File: src/rtl/ip_pkg.sv
// ip_pkg: shared IPv4 definitions for the RX decoder and TX encoder.
// Holds reject reason codes, header byte offsets, the RX parser state type
// and the ones'-complement add used by the checksum accumulator.
package ip_pkg;
   localparam logic [2:0] ERR_VERSION = 3'd1;
   localparam logic [2:0] ERR_IHL     = 3'd2;
   localparam logic [2:0] ERR_LEN     = 3'd3;
   localparam logic [2:0] ERR_CSUM    = 3'd4;
   localparam logic [2:0] ERR_FRAG    = 3'd5;
   localparam logic [2:0] ERR_DST     = 3'd6;
   localparam logic [2:0] ERR_TRUNC   = 3'd7;
   localparam logic [5:0] OFF_TLEN_HI  = 6'd2;
   localparam logic [5:0] OFF_TLEN_LO  = 6'd3;
   localparam logic [5:0] OFF_FLAGS_HI = 6'd6;
   localparam logic [5:0] OFF_FLAGS_LO = 6'd7;
   localparam logic [5:0] OFF_PROTO    = 6'd9;
   localparam logic [5:0] OFF_CSUM     = 6'd10;
   localparam logic [5:0] OFF_SRC      = 6'd12;
   localparam logic [5:0] OFF_DST      = 6'd16;
   localparam logic [3:0] MIN_IHL      = 4'd5;
   typedef enum logic [1:0] {IDLE, HDR, PAYLOAD, DRAIN} IP_RX_STATE;
   // ones'-complement add with the end-around carry folded back in
   function automatic logic [15:0] csum_add(input logic [15:0] a, input logic [15:0] b);
      logic [16:0] s;
      s = {1'b0, a} + {1'b0, b};
      return s[15:0] + {15'd0, s[16]};
   endfunction
endpackage

File: src/rtl/ip_csum16.sv
// ip_csum16: running 16-bit ones'-complement sum over a big-endian byte stream.
// Ports: clk, rst (sync, active-high); clr zeroes the sum; en qualifies din;
// phase=0 holds din as the high byte, phase=1 adds {held, din}; sum is the
// registered running total.
module ip_csum16
   import ip_pkg::*;
(
   input  logic        clk,
   input  logic        rst,
   input  logic        clr,
   input  logic        en,
   input  logic [7:0]  din,
   input  logic        phase,
   output logic [15:0] sum
);
   logic [7:0] hi;
   always_ff @(posedge clk) begin
      if (rst) begin
         hi  <= 8'd0;
         sum <= 16'd0;
      end else begin
         if (en && !phase) hi <= din;
         if (clr) sum <= 16'd0;
         else if (en && phase) sum <= csum_add(sum, {hi, din});
      end
   end
endmodule

File: src/rtl/ipv4_rx_decode.sv
// ipv4_rx_decode: IPv4 header parser and payload forwarder for the RX path.
// Ports: clk, rst (sync, active-high); valid/din byte stream starting at the
// version/IHL byte; src_ip, dst_ip, protocol, total_len latched header fields;
// hdr_ok / err one-cycle verdict pulses with err_code; dout, dout_valid,
// dout_last carry the payload with Ethernet padding removed.
module ipv4_rx_decode #(
   parameter logic [31:0] IP_ADDR      = 32'h69696969,
   parameter bit          ACCEPT_BCAST = 1'b1
) (
   input  logic        clk,
   input  logic        rst,
   input  logic        valid,
   input  logic [7:0]  din,
   output logic [31:0] src_ip,
   output logic [31:0] dst_ip,
   output logic [7:0]  protocol,
   output logic [15:0] total_len,
   output logic        hdr_ok,
   output logic [7:0]  dout,
   output logic        dout_valid,
   output logic        dout_last,
   output logic        err,
   output logic [2:0]  err_code
);
   import ip_pkg::*;
   IP_RX_STATE  state;
   logic [5:0]  cnt;
   logic [15:0] pay_cnt;
   logic [15:0] frag;
   logic [3:0]  ver;
   logic [3:0]  ihl;
   logic [7:0]  prev;
   logic [15:0] csum_sum;
   logic [5:0]  hdr_last;
   logic [15:0] hdr_len;
   logic [15:0] pay_len;
   logic [31:0] dst_n;
   logic        csum_ok;
   logic        dst_ok;
   logic [2:0]  code;
   ip_csum16 u_csum (
      .clk   (clk),
      .rst   (rst),
      .clr   (state == IDLE),
      .en    (valid && (state == IDLE || state == HDR)),
      .din   (din),
      .phase (state == HDR && cnt[0]),
      .sum   (csum_sum)
   );
   // The verdict is registered on the last header byte, so the final checksum
   // pair and the last destination byte are folded in combinationally here.
   always_comb begin
      hdr_last = {ihl, 2'b00} - 6'd1;
      hdr_len  = {10'd0, ihl, 2'b00};
      pay_len  = total_len - hdr_len;
      dst_n    = cnt[5:2] == OFF_DST[5:2] ? {dst_ip[23:0], din} : dst_ip;
      csum_ok  = csum_add(csum_sum, {prev, din}) == 16'hFFFF;
      dst_ok   = dst_n == IP_ADDR || (ACCEPT_BCAST && dst_n == 32'hFFFF_FFFF);
      code     = ver != 4'd4 ? ERR_VERSION :
                 total_len < hdr_len ? ERR_LEN :
                 !csum_ok ? ERR_CSUM :
                 (frag[13] || frag[12:0] != 13'd0) ? ERR_FRAG :
                 !dst_ok ? ERR_DST : 3'd0;
   end
   always_ff @(posedge clk) begin
      if (rst) begin
         state      <= IDLE;
         cnt        <= 6'd0;
         pay_cnt    <= 16'd0;
         frag       <= 16'd0;
         ver        <= 4'd0;
         ihl        <= 4'd0;
         prev       <= 8'd0;
         src_ip     <= 32'd0;
         dst_ip     <= 32'd0;
         protocol   <= 8'd0;
         total_len  <= 16'd0;
         hdr_ok     <= 1'b0;
         err        <= 1'b0;
         err_code   <= 3'd0;
         dout       <= 8'd0;
         dout_valid <= 1'b0;
         dout_last  <= 1'b0;
      end else begin
         hdr_ok     <= 1'b0;
         err        <= 1'b0;
         err_code   <= 3'd0;
         dout_valid <= 1'b0;
         dout_last  <= 1'b0;
         prev       <= din;
         case (state)
            IDLE: if (valid) begin
               ver <= din[7:4];
               ihl <= din[3:0];
               cnt <= 6'd1;
               // a header shorter than 20 bytes cannot be walked, reject at once
               if (din[3:0] < MIN_IHL) begin
                  err      <= 1'b1;
                  err_code <= din[7:4] != 4'd4 ? ERR_VERSION : ERR_IHL;
                  state    <= DRAIN;
               end else state <= HDR;
            end
            HDR: if (!valid) begin
               err      <= 1'b1;
               err_code <= ERR_TRUNC;
               state    <= IDLE;
            end else begin
               cnt <= cnt + 6'd1;
               if (cnt == OFF_TLEN_HI) total_len[15:8] <= din;
               if (cnt == OFF_TLEN_LO) total_len[7:0] <= din;
               if (cnt == OFF_FLAGS_HI) frag[15:8] <= din;
               if (cnt == OFF_FLAGS_LO) frag[7:0] <= din;
               if (cnt == OFF_PROTO) protocol <= din;
               if (cnt[5:2] == OFF_SRC[5:2]) src_ip <= {src_ip[23:0], din};
               dst_ip <= dst_n;
               if (cnt == hdr_last) begin
                  if (code != 3'd0) begin
                     err      <= 1'b1;
                     err_code <= code;
                     state    <= DRAIN;
                  end else begin
                     hdr_ok  <= 1'b1;
                     pay_cnt <= pay_len;
                     state   <= pay_len == 16'd0 ? DRAIN : PAYLOAD;
                  end
               end
            end
            PAYLOAD: if (!valid) begin
               err      <= 1'b1;
               err_code <= ERR_TRUNC;
               state    <= IDLE;
            end else begin
               dout       <= din;
               dout_valid <= 1'b1;
               pay_cnt    <= pay_cnt - 16'd1;
               // anything after the counted payload is Ethernet padding
               if (pay_cnt == 16'd1) begin
                  dout_last <= 1'b1;
                  state     <= DRAIN;
               end
            end
            DRAIN: if (!valid) state <= IDLE;
         endcase
      end
   end
endmodule

File: config.mk
export PLATFORM = sky130hd
export DESIGN_NAME = ipv4_rx_decode
export DESIGN_NICKNAME = d
export VERILOG_FILES = /design/src/rtl/ip_pkg.sv /design/src/rtl/ip_csum16.sv /design/src/rtl/ipv4_rx_decode.sv
export SDC_FILE = /design/constraint.sdc
export NUM_CORES = 1
export LEC_CHECK = 0
export ABC_AREA = 0
export CAP_MARGIN = 20
export CORE_MARGIN = 1
export CORE_UTILIZATION = 45
export DETAILED_ROUTE_END_ITERATION = 7
export PLACE_DENSITY = 0.67
export SYNTH_ARGS = -nofsm -noshare
export SYNTH_HDL_FRONTEND = slang
export SYNTH_SLANG_ARGS = --single-unit
File: constraint.sdc
create_clock -name clk -period 7.4 [get_ports clk]
set_input_delay 1.48 -clock clk [delete_from_list [all_inputs] [get_ports clk]]
set_output_delay 1.48 -clock clk [all_outputs]
set_load 0.02 [all_outputs]
# Yosys cells after proc, flatten, opt, wreduce, memory -nomap -nowiden
# Cells that the tools add are included.
[word_totals]
reg_bits = 181
input_bits = 11
out_inout_bits = 103
[classes]
bitwise = 4
n_lt_le_gt_ge = 2
addsub = 8
n_reduce_logical = 30
muxes = 42
eq_ne = 25
[ops]
columns = ["cell", "count"]
rows = [
  ["2-to-1 mux 16 bit", 4],
  ["adder 16 x 16 -> 17 bit", 2],
  ["adder 16 x 1 -> 16 bit", 2],
  ["== test 32 x 31 -> 1 bit, second input constant", 1],
  ["== test 32 bit, second input constant", 1],
  ["2-to-1 mux 32 bit", 1],
  ["case mux 16 bit (2 select lines)", 1],
  ["2-to-1 mux 3 bit", 9],
  ["AND reduction 3 bit", 7],
  ["2-to-1 mux 2 bit", 10],
  ["== test 16 x 1 -> 1 bit, second input constant", 1],
  ["== test 16 bit, second input constant", 1],
  ["logical NOT 16 bit", 1],
  ["< comparator 16 x 6 -> 1 bit", 1],
  ["subtractor 16 x 1 -> 16 bit, second input constant", 1],
  ["subtractor 16 x 6 -> 16 bit", 1],
  ["nonzero test 13 bit", 1],
  ["== test 6 x 2 -> 1 bit, second input constant", 2],
  ["== test 6 x 3 -> 1 bit, second input constant", 2],
  ["2-to-1 mux 6 bit", 2],
  ["case mux 6 bit (2 select lines)", 1],
  ["2-to-1 mux 1 bit", 11],
  ["inequality test 2 bit, second input constant", 5],
  ["case mux 3 bit (3 select lines)", 1],
  ["other kinds (28)", 42],
]

# Logic depth before layout (Yosys ltp)
# Gate-level depths: netlist (run 1).
[depth]
depth_word = 14
depth_mapped = 23

# By module
# Synthesis (run 1) repeated with hierarchy kept, for this count alone.
[hier_totals]
hier_cells = 1312
area_unflattened_um2 = 10244.8
[modules_own_cells]
columns = ["module", "cells_each", "n_inst", "area_per_inst_um2"]
rows = [
  ["ipv4_rx_decode", 1058, 1, 8210.4],
  ["ip_csum16", 254, 1, 2034.5],
]

# Worst setup path before layout (run 1)
# No wires, ideal clock.
[synth_path]
path_kind = "input to register"
startpoint = "in din[1]"
endpoint = "reg pay_cnt[15]"
setup_slack_ns = 1.606
cell_stages = 23
t_required_ns = 7.268
setup_time_ns = 0.132
arrival_time_ns = 5.661
path_cell_list = "clkbuf_1 > inv_1 > fa_1 > nand2b_1 > a211oi_2 > o21ai_1 > and3_1 > nor3_1 > o21ai_0 > nand2b_1 > ha_1 > nor2b_1 > and2_0 > buf_2 > inv_1 > nor2_1 > and4_1 > nand3_2 > a2111oi_4 > o2111ai_2 > buf_2 > a21oi_1 > o32ai_1"
[synth_via]
elab_chain_len = 11
word_cells_on_any_way = 15
classes_between = "add/sub (2); eq/ne (4); mux (6); reduce/logical (3)"
[synth_lines]
columns = ["item", "line_no", "source"]
rows = [
  ["start: declaration", "ipv4_rx_decode.sv:13", "input logic [7:0] din,"],
  ["parallel branches: the longest is 5 deep, another holds adder 16 x 16 -> 17 bit", "-", ""],
  ["2-to-1 mux 3 bit (*)", "ipv4_rx_decode.sv:61", "!csum_ok ? ERR_CSUM :"],
  ["2-to-1 mux 3 bit (*)", "ipv4_rx_decode.sv:60", "total_len < hdr_len ? ERR_LEN :"],
  ["2-to-1 mux 3 bit (*)", "ipv4_rx_decode.sv:59", "code = ver != 4'd4 ? ERR_VERSION :"],
  ["nonzero test 3 bit (*)", "ipv4_rx_decode.sv:117", "if (code != 3'd0) begin"],
  ["inequality test 2 bit (no source line) (*)", "-", ""],
  ["AND reduction 5 bit (no source line) (*)", "-", ""],
  ["end signal: assignment", "ipv4_rx_decode.sv:123", "pay_cnt <= pay_len;"],
  ["end signal: assignment", "ipv4_rx_decode.sv:135", "pay_cnt <= pay_cnt - 16'd1;"],
  ["end: declaration", "ipv4_rx_decode.sv:28", "logic [15:0] pay_cnt;"],
]
# Mark *: on every way between the ends.
# A chain may end at the register's enable or synchronous reset.

# Worst setup path after layout (run 1)
[layout_path]
startpoint = "in din[0]"
endpoint = "reg pay_cnt[4]"
# Same word-level chain as after synthesis.

==> impl_metrics.csv, run 1 <==
group,metric,value,unit
cts,cts_buffers,17,
route,vias_per_cell,5.645,
cts,clock-sinks,181,
route,drtPass1Iterations,5,
final_layout,area_delta_synth_final,21.63,%
critical_path,reg2reg_depth,21,
place,portBuffers,113,
hold_path,min_path_cells,2,
flow_run,drv_cap,0,
hold_path,hold_path_startpoint,"dout[6]",
route,drc,0,
global_route,first_global_vias,8018,
cts,cts.reportedPaths.clkPinSlew,0.08,ns
timing,finalCritPeriodShare,86.93,%
yosys,syn_area_per_cell,8.059,um^2
yosys,ys_seq_elements,181,
yosys,synth_edf_count,0,
critical_path,cp.arrival,6.74,ns
yosys,ys_seq_area_share,37.78,%
critical_path,critPathKind,"in2reg",
cts,cts-htree-levels,4,
yosys,ys_warn_count,0,
floorplanning,row_count,53,
floorplanning,io-pin-count,114,
global_route,antenna_found_initial,0,
critical_path,r2r_slack,2.13,ns
cts,cts_hold_buffers,0,
global_route,grt_max_degree,99,
route,wirelength,27.26,mm
power,peakVddDrop,0.0001380,V
place,dp_hpwl,18.93,mm
cts,cts_tree,"done",
timing,setup_viol,0,
cts,cts-root-buf,"clkbuf_16",
power,cellPowerDensity,194.4,nW/um^2
timing,worstMarginPinSlew,1.051,ns
floorplanning,die_h,148.0,um
timing,finalSetupTns,0,ns
timing,min_period,6.433,ns
route,first_iter_violations,524,
final_layout,drive_gt1_share,6.827,%
yosys,netlist_instances,1190,
timing,rsz0062_at_grt,"false",
hold_path,hp-class,"reg2reg",
cts,cts.repair.resized,0,
critical_path,crit_path_max_fanout,16,
route,drtAntennaViolNets,0,
global_route,grt_pass1_wl,43.33,mm
final_layout,nNetsFinal,1327,
floorplanning,core_area,20960,um^2
route,vias,8829,
yosys,synthDistinctLibCells,86,
timing,slew_violations,0,
power,power_leakage,4.313,nW
critical_path,worst_r2r_endpoint,"pay_cnt[4]",
timing,max_freq,0.1555,GHz
place,gp_congestion,0.8854,
timing,relSlewSlack,29.95,%
floorplanning,fp.dieW,148.0,um
timing,setup_ws,0.9672,ns
global_route,grt_util_all_layers,25.03,%
yosys,async_reset_ff_share,0,%
yosys,syn_nets,1241,
run_status,outcome,"finished clean",
timing,timing.hold.ws,0.4541,ns
timing,fin_skew,0.01486,ns
yosys,syn_area,9590,um^2
timing,hold_viol,0,
floorplanning,initial_core_util,45.77,%
floorplanning,die_area,21900,um^2
route,wl_per_cell,17.43,um
critical_path,rr_startpoint,"u_csum.sum[0]",
critical_path,crit_path_end_kind,"register",
final_layout,antenna_cells,0,
yosys,synth-main-ff-cell,"dfxtp_1",
global_route,grt.overflow.total,0,
critical_path,cp-start-kind,"primary input",
critical_path,required,7.71,ns
place,place_ws,0.5579,ns
cts,cts_setup_buffers,0,
cts,max-clock-path-buffers,2,
cts,clk_latency,0.44,ns
hold_path,worstHoldEndpoint,"dout[6]",
[placed cells by master (no fill, tap or decap), types with 18 or more instances in the layout]
cell	n
nand2_1	197
nor3_1	27
ha_1	38
mux2i_1	51
a211oi_1	18
xnor2_1	26
nor4_1	19
nand3_1	36
clkdlybuf4s50_1	112
dfxtp_1	181
nor2_1	134
a21oi_1	119
buf_4	19
inv_1	31
xor2_1	19
[logic make-up after synthesis]
group / Yosys count / share of synthesized area [%]
AOI/OAI and AO/OA: 250 / 17.47
xor gates and xnor gates: 47 / 4.449
adders and majority gates: 40 / 5.375
buffers and inverters: 99 / 4.070
DFF: 181 / 37.78
muxes: 53 / 5.558
and+or+nand+nor: 520 / 25.30
[through the flow]
| step | power [W] | utilization, % | instance area (um^2) | std cells |
|---|---|---|---|---|
| global route | 0.002348 | 55.67 | 11660 | 1564 |
| CTS | 0.002278 | 55.46 | 11620 | 1562 |
| global placement | 0.001272 | 52.16 | 10930 | 1529 |
| floorplan | 0.001201 | - | 9590 | 1190 |
| detailed placement | 0.001274 | 52.29 | 10960 | 1530 |
| finish | 0.002267 | 55.67 | 11660 | 1564 |
[registers in the layout, indices dropped and copies added, names as in the netlist, 2 cells and up]
register    count
dst_ip         32
src_ip         32
pay_cnt        16
total_len      16
u_csum.sum     16
frag           14
dout            8
prev            8
protocol        8
u_csum.hi       8
cnt             6
ihl             4
ver             4
err_code        3
state           2
[synth_stat cells (4+ instances only)]
| library cell | count | area [um^2] |
|---|---|---|
| nand2_1 | 197 | 739.5 |
| dfxtp_1 | 181 | 3623 |
| nor2_1 | 135 | 506.7 |
| a21oi_1 | 119 | 595.6 |
| clkbuf_1 | 55 | 206.5 |
| mux2i_1 | 51 | 510.5 |
| ha_1 | 38 | 475.5 |
| nand3_1 | 36 | 180.2 |
| inv_1 | 31 | 116.4 |
| nor3_1 | 27 | 135.1 |
| xnor2_1 | 26 | 227.7 |
| nor4_1 | 19 | 118.9 |
| xor2_1 | 19 | 166.4 |
| a211oi_1 | 18 | 135.1 |
| o21ai_0 | 17 | 85.08 |
| nand4_1 | 16 | 100.1 |
| nor2b_1 | 15 | 93.84 |
| a31oi_1 | 14 | 87.58 |
| and3_1 | 11 | 68.82 |
| nand2b_1 | 10 | 62.56 |
| and2_1 | 9 | 56.30 |
| or3_1 | 9 | 56.30 |
| o22a_1 | 8 | 70.07 |
| nor3b_1 | 7 | 52.55 |
| or2_2 | 7 | 43.79 |
| a21o_1 | 6 | 45.04 |
| buf_2 | 6 | 30.03 |
| o21ai_1 | 6 | 30.03 |
| o21a_1 | 5 | 37.54 |
| o31ai_1 | 5 | 37.54 |
| buf_1 | 4 | 15.01 |
| nor4b_1 | 4 | 35.03 |
| o32ai_1 | 4 | 35.03 |
[per-layer routing]
layer / vias up / part of all wire (%) / track usage [%]
met3: 23 / 5.4 / 5.278
met4: 0 / 1.1 / 5.773
met2: 247 / 47 / 40.33
met5: - / 0 / 0
li1: 4355 / - / -
met1: 4204 / 47 / 34.10
[where the power goes]
group          internal [W]  switching (W)  leakage (nW)
sequential         0.000990      0.0000147          1.47
clock              0.000555       0.000456         0.317
combinational     0.0000930       0.000158          2.53
total               0.00164       0.000629          4.31
[final cells by class]
cell class | count | area, um^2
clock buffers | 17 | 425.4
clock inverters | 15 | 239.0
fillers | 1960 | 9290
inverters | 32 | 120.1
multi-input cells | 910 | 5579
flip-flops and latches | 181 | 3623
well taps | 275 | 344.1
repair buffers | 134 | 1334
[critical path: stages]
cell,delay [ns]
clkdlybuf4s50_1,0.49
ha_1,0.22
inv_1,0.08
fa_1,0.44
nand2b_1,0.23
a211oi_2,0.26
o21ai_1,0.12
and3_1,0.17
nor3_1,0.33
o21ai_0,0.13
nand2b_1,0.09
ha_1,0.16
nor2b_1,0.16
and2_0,0.28
inv_1,0.07
nor2_1,0.22
and4_1,0.27
nand3_2,0.10
a2111oi_4,0.48
o2111ai_2,0.52
a22oi_1,0.34
o32ai_1,0.12
[how the worst max path moves through the flow]
stage	from	end	slack (ns)	depth (start not counted)
final	din[0]	pay_cnt[4]	0.97	22
after floorplan	din[1]	pay_cnt[15]	1.61	23
after detailed placement	din[0]	pay_cnt[4]	0.56	22
after global routing	din[0]	pay_cnt[4]	0.52	22
after CTS	din[0]	pay_cnt[4]	1.02	22
after global placement	din[0]	pay_cnt[4]	0.72	22
Note: power is estimated with default switching activity, not from simulation.
==> run 2, diff against run 1 <==
==> constraint.sdc (replaced) <==
create_clock -name clk -period 6 [get_ports clk]
set_input_delay 1.2 -clock clk [delete_from_list [all_inputs] [get_ports clk]]
set_output_delay 1.2 -clock clk [all_outputs]
set_load 0.02 [all_outputs]
==> impl_metrics.csv, run 2 (synthesis gave the netlist of run 1 again) <==
group,metric,value,unit
timing,timing.hold.ws,0.4587,ns
cts,cts.reportedPaths.clkPinSlew,0.08,ns
cts,cts_setup_buffers,0,
final_layout,mostFrequentLayoutCells,"nand2_1, dfxtp_1, nor2_1",
global_route,grt_util_all_layers,25.09,%
flow_run,drv_cap,0,
critical_path,rr_startpoint,"u_csum.sum[0]",
route,wirelength,27.23,mm
critical_path,cp.arrival,5.87,ns
place,gp_congestion,0.9212,
timing,fin_skew,0.01798,ns
power,peakVddDrop,0.0001701,V
timing,min_period,5.570,ns
final_layout,drive_gt1_share,7.757,%
final_layout,area_delta_synth_final,22.07,%
place,dpl_cell_area,11040,um^2
timing,rsz0062_at_grt,"false",
hold_path,hold_path_startpoint,"src_ip[25]",
timing,hold_viol,0,
final_layout,antenna_cells,0,
final_layout,multiInputGateArea,5579,um^2
final_layout,nFillCells,1971,
final_layout,fin_area,11710,um^2
route,vias_per_cell,5.575,
cts,clock-sinks,181,
route,wl_per_cell,17.26,um
final_layout,final_cells,1577,
power,finalPower,0.002752,W
critical_path,crit_path_end_kind,"register",
floorplanning,core_area,20960,um^2
cts,cts-root-buf,"clkbuf_16",
global_route,first_global_vias,8187,
route,drc,0,
hold_path,worstHoldEndpoint,"src_ip[25]",
floorplanning,io-pin-count,114,
floorplanning,row_count,53,
cts,max-clock-path-buffers,2,
critical_path,reg2reg_depth,22,
critical_path,crit_path_max_fanout,5,
run_status,outcome,"finished clean",
global_route,grt_pass1_wl,43.44,mm
hold_path,min_path_cells,2,
route,drtAntennaViolNets,0,
timing,max_freq,0.1795,GHz
place,dp_hpwl,19.02,mm
timing,setup_viol,0,
critical_path,crit_chain,"clkdlybuf4s50_1 -> ha_1 -> inv_1 -> fa_1 -> nand2b_1 -> a211oi_2 -> o21ai_1 -> and3_1 -> nor3_1 -> o21ai_0 -> nand2b_1 -> ha_1 -> nor2b_1 -> and2_0 -> inv_1 -> nor2_1 -> buf_4 -> or4b_1 -> a21boi_1 -> o2111a_1 -> buf_4 -> mux2i_1 -> a21oi_1",
final_layout,final_common_cell,"nand2_1",
floorplanning,fp.dieW,148.0,um
global_route,antenna_found_initial,1,
timing,relSlewSlack,32.77,%
critical_path,required,6.30,ns
route,first_iter_violations,569,
floorplanning,die_area,21900,um^2
critical_path,slowest_delay,0.49,ns
timing,worstMarginPinSlew,1.009,ns
final_layout,nNetsFinal,1340,
route,drtPass1Iterations,5,
timing,finalCritPeriodShare,92.83,%
power,cellPowerDensity,235.0,nW/um^2
critical_path,critPathKind,"in2reg",
place,place_inst,1543,
critical_path,cp-start-kind,"primary input",
critical_path,crit_slowest_cell,"clkdlybuf4s50_1",
floorplanning,initial_core_util,45.77,%
cts,cts_hold_buffers,0,
timing,slew_violations,0,
timing,finalSetupTns,0,ns
critical_path,worst_r2r_endpoint,"pay_cnt[6]",
route,vias,8792,
global_route,grt.overflow.total,0,
place,portBuffers,113,
cts,cts_buffers,17,
global_route,grt_max_degree,92,
cts,clk_latency,0.44,ns
hold_path,hp-class,"reg2reg",
floorplanning,die_h,148.0,um
final_layout,regArea,3623,um^2
cts,cts-htree-levels,4,
cts,cts_tree,"done",
final_layout,reg_top3,"dst_ip x32, src_ip x32",
critical_path,r2r_slack,1.31,ns
power,power_leakage,4.361,nW
cts,cts.repair.resized,0,
-- run 2: cell types whose count changed in the layout (fill, tap and decap cells not counted) --
| cell | change |
|---|---|
| buf_16 | -1 |
| inv_8 | +2 |
| clkinv_8 | -2 |
| buf_8 | -1 |
| buf_4 | +15 |
| inv_12 | +1 |
| clkinv_2 | +1 |
| bufinv_16 | -1 |
| inv_6 | -1 |
-- run 2: worst max-delay path by stage --
stage | start | to | slack [ns] | depth (start not counted)
after floorplan | din[1] | pay_cnt[15] | 0.49 | 23
after global placement | din[0] | pay_cnt[6] | 0.20 | 23
after detailed placement | din[0] | pay_cnt[6] | 0.01 | 23
after CTS | din[0] | pay_cnt[6] | 0.45 | 23
after global routing | din[0] | pay_cnt[6] | 0.05 | 23
final | din[0] | pay_cnt[6] | 0.43 | 23
-- run 2: power by group --
group | internal (W) | switching (W) | leakage [nW]
logic | 0.000117 | 0.000198 | 2.59
registers | 0.00122 | 0.0000183 | 1.47
clock network | 0.000645 | 0.000553 | 0.308
total | 0.00198 | 0.000769 | 4.36
-- run 2: layer usage --
layer / up-vias / part of all wire (%) / GRT usage [%]
met4: 0 / 1.8 / 7.526
met1: 4158 / 46 / 33.64
met5: - / 0 / 0
met2: 225 / 47 / 40.56
li1: 4380 / - / -
met3: 29 / 5.2 / 4.938
-- run 2: cell type report --
class,count,area share [%]
sequential,181,30.95
clock inverter,15,1.806
clock buffer,17,3.634
inverter,32,1.026
timing repair buffer,147,11.99
tap,275,2.939
multi-input combinational,910,47.65
-- run 2: critical path, delay by kind of cell --
| kind | cells | cell delay (ns) |
|---|---|---|
| AO/OA/AOI/OAI | 6 | 1.24 |
| AND/OR/NAND/NOR | 8 | 1.56 |
| adder cells (fa/ha/maj) | 3 | 0.75 |
| buffers and inverters | 5 | 0.93 |
| multiplexers | 1 | 0.18 |
-- run 2: metrics by stage --
| step | setup WS [ns] | utilization, % |
|---|---|---|
| after floorplan | 0.4865 | - |
| after global placement | 0.1961 | 52.66 |
| after detailed placement | 0.01032 | 52.66 |
| after CTS | 0.4511 | 55.70 |
| after global routing | 0.04573 | 55.87 |
| final | 0.4301 | 55.87 |
==> run 3, diff against run 2 <==
--- a/config.mk
+++ b/config.mk
@@ -11,6 +11,7 @@
 export CORE_UTILIZATION = 45
 export DETAILED_ROUTE_END_ITERATION = 7
 export PLACE_DENSITY = 0.67
+export SLEW_MARGIN = 20
 export SYNTH_ARGS = -nofsm -noshare
 export SYNTH_HDL_FRONTEND = slang
 export SYNTH_SLANG_ARGS = --single-unit
==> impl_metrics.csv, run 3 (synthesis gave the netlist of run 1 again) <==
group,metric,value,unit
run_status,outcome,"finished clean",
final_layout,area_delta_synth_final,21.76,%
final_layout,regArea,3623,um^2
timing,min_period,5.564,ns
global_route,antenna_found_initial,1,
cts,cts_setup_buffers,0,
critical_path,cp-start-kind,"primary input",
critical_path,endpoint,"pay_cnt[6]",
power,p_switching,0.0007694,W
hold_path,hp-class,"reg2reg",
cts,clock-sinks,181,
final_layout,final_common_cell,"nand2_1",
timing,hold_viol,0,
critical_path,worst_r2r_endpoint,"pay_cnt[6]",
floorplanning,die_h,148.0,um
timing,relSlewSlack,32.61,%
cts,cts.reportedPaths.clkPinSlew,0.08,ns
cts,cts-root-buf,"clkbuf_16",
final_layout,antenna_cells,0,
critical_path,crit_path_max_fanout,5,
route,wl_per_cell,17.28,um
cts,cts_buffers,17,
floorplanning,fp.dieW,148.0,um
floorplanning,core_area,20960,um^2
route,vias_per_cell,5.583,
timing,timing.hold.ws,0.4585,ns
cts,cts_hold_buffers,0,
critical_path,required,6.30,ns
timing,worstMarginPinSlew,1.011,ns
route,wirelength,27.21,mm
timing,slew_violations,0,
timing,setup_viol,0,
timing,finalCritPeriodShare,92.73,%
power,p_int,0.001982,W
critical_path,critPathKind,"in2reg",
power,peakVddDrop,0.0001727,V
final_layout,drive_gt1_share,7.769,%
power,cellPowerDensity,235.6,nW/um^2
timing,rsz0062_at_grt,"false",
route,drtAntennaViolNets,0,
power,seq_power_share,45.0,%
cts,clk_latency,0.44,ns
critical_path,crit_path_start,"din[0]",
final_layout,nFillCells,1974,
global_route,grt.overflow.total,0,
final_layout,multiInputGateArea,5584,um^2
critical_path,rr_startpoint,"u_csum.sum[0]",
critical_path,cp.arrival,5.86,ns
route,drtPass1Iterations,5,
power,power_leakage,4.345,nW
floorplanning,io-pin-count,114,
final_layout,nNetsFinal,1338,
global_route,grt_util_all_layers,25.09,%
final_layout,mostFrequentLayoutCells,"nand2_1, dfxtp_1, nor2_1",
floorplanning,row_count,53,
timing,max_freq,0.1797,GHz
route,drc,0,
place,gp_congestion,0.9212,
place,dp_hpwl,19.02,mm
place,portBuffers,113,
global_route,grt_max_degree,92,
cts,cts-htree-levels,4,
route,vias,8793,
timing,fin_skew,0.01676,ns
cts,cts.repair.resized,0,
global_route,first_global_vias,8187,
flow_run,drv_cap,0,
cts,cts_tree,"done",
power,sw_frac_of_total,27.96,%
final_layout,reg_top3,"dst_ip x32, src_ip x32",
critical_path,reg2reg_depth,22,
critical_path,r2r_slack,1.32,ns
power,pwr-share-comb,11.4,%
cts,max-clock-path-buffers,2,
floorplanning,die_area,21900,um^2
critical_path,crit_path_end_kind,"register",
timing,finalSetupTns,0,ns
floorplanning,initial_core_util,45.77,%
global_route,grt_pass1_wl,43.44,mm
route,first_iter_violations,672,
power,clock_power_share,43.5,%
==> run 3: metal layers <==
| layer | vias to the layer above | track usage (%) | share of wire [%] |
|---|---|---|---|
| li1 | 4378 | - | - |
| met1 | 4171 | 33.64 | 46 |
| met2 | 215 | 40.56 | 47 |
| met3 | 29 | 4.938 | 5.1 |
| met4 | 0 | 7.526 | 1.7 |
| met5 | - | 0 | 0 |
==> run 3: layout make-up <==
cell class | count | share of cell area, %
multi-input cells | 910 | 47.82
flip-flops and latches | 181 | 31.03
repair buffers | 145 | 11.72
clock buffers | 17 | 3.643
well taps | 275 | 2.947
clock inverters | 15 | 1.811
inverters | 32 | 1.029
==> run 3: worst min path at each step <==
stage,start,endpoint,slack [ns],cells past startpoint
3_3_place_gp,dout[6],dout[6],0.44,2
4_1_cts,src_ip[7],src_ip[15],0.46,2
6_report,src_ip[25],src_ip[25],0.46,2
3_5_place_dp,src_ip[26],src_ip[26],0.45,2
2_1_floorplan,pay_cnt[15],pay_cnt[15],0.44,2
5_1_grt,src_ip[28],src_ip[28],0.48,2
==> run 3: power by group through the flow <==
stage	sequential [W]	clock (W)	combinational [W]
finish	0.00124	0.00120	0.000314
global route	0.00124	0.00127	0.000342
CTS	0.00124	0.00121	0.000310
detailed placement	0.00127	0	0.000308
global placement	0.00127	0	0.000307
floorplan	0.00126	0	0.000218
==> run 3: stage by stage <==
stage / utilization, % / worst slack [ns] / total power (W) / cell area (um^2) / cells
2_1_floorplan: - / 0.4865 / 0.001481 / 9590 / 1190
3_5_place_dp: 52.66 / 0.01032 / 0.001575 / 11040 / 1543
6_report: 55.73 / 0.4361 / 0.002752 / 11680 / 1575
5_1_grt: 55.73 / 0.04573 / 0.002853 / 11680 / 1575
4_1_cts: 55.70 / 0.4511 / 0.002762 / 11670 / 1575
3_3_place_gp: 52.66 / 0.1961 / 0.001574 / 11040 / 1543
==> run 3: worst max-delay path: stages <==
cell and delay [ns]:
clkdlybuf4s50_1 0.49, ha_1 0.22, inv_1 0.07, fa_1 0.37, nand2b_1 0.19, a211oi_2 0.27, o21ai_1 0.11, and3_1 0.17
nor3_1 0.21, o21ai_0 0.12, nand2b_1 0.09, ha_1 0.16, nor2b_1 0.17, and2_0 0.18, inv_1 0.05, nor2_1 0.13
buf_4 0.14, or4b_1 0.42, a21boi_1 0.31, o2111a_1 0.34, buf_4 0.18, mux2i_1 0.18, a21oi_1 0.08
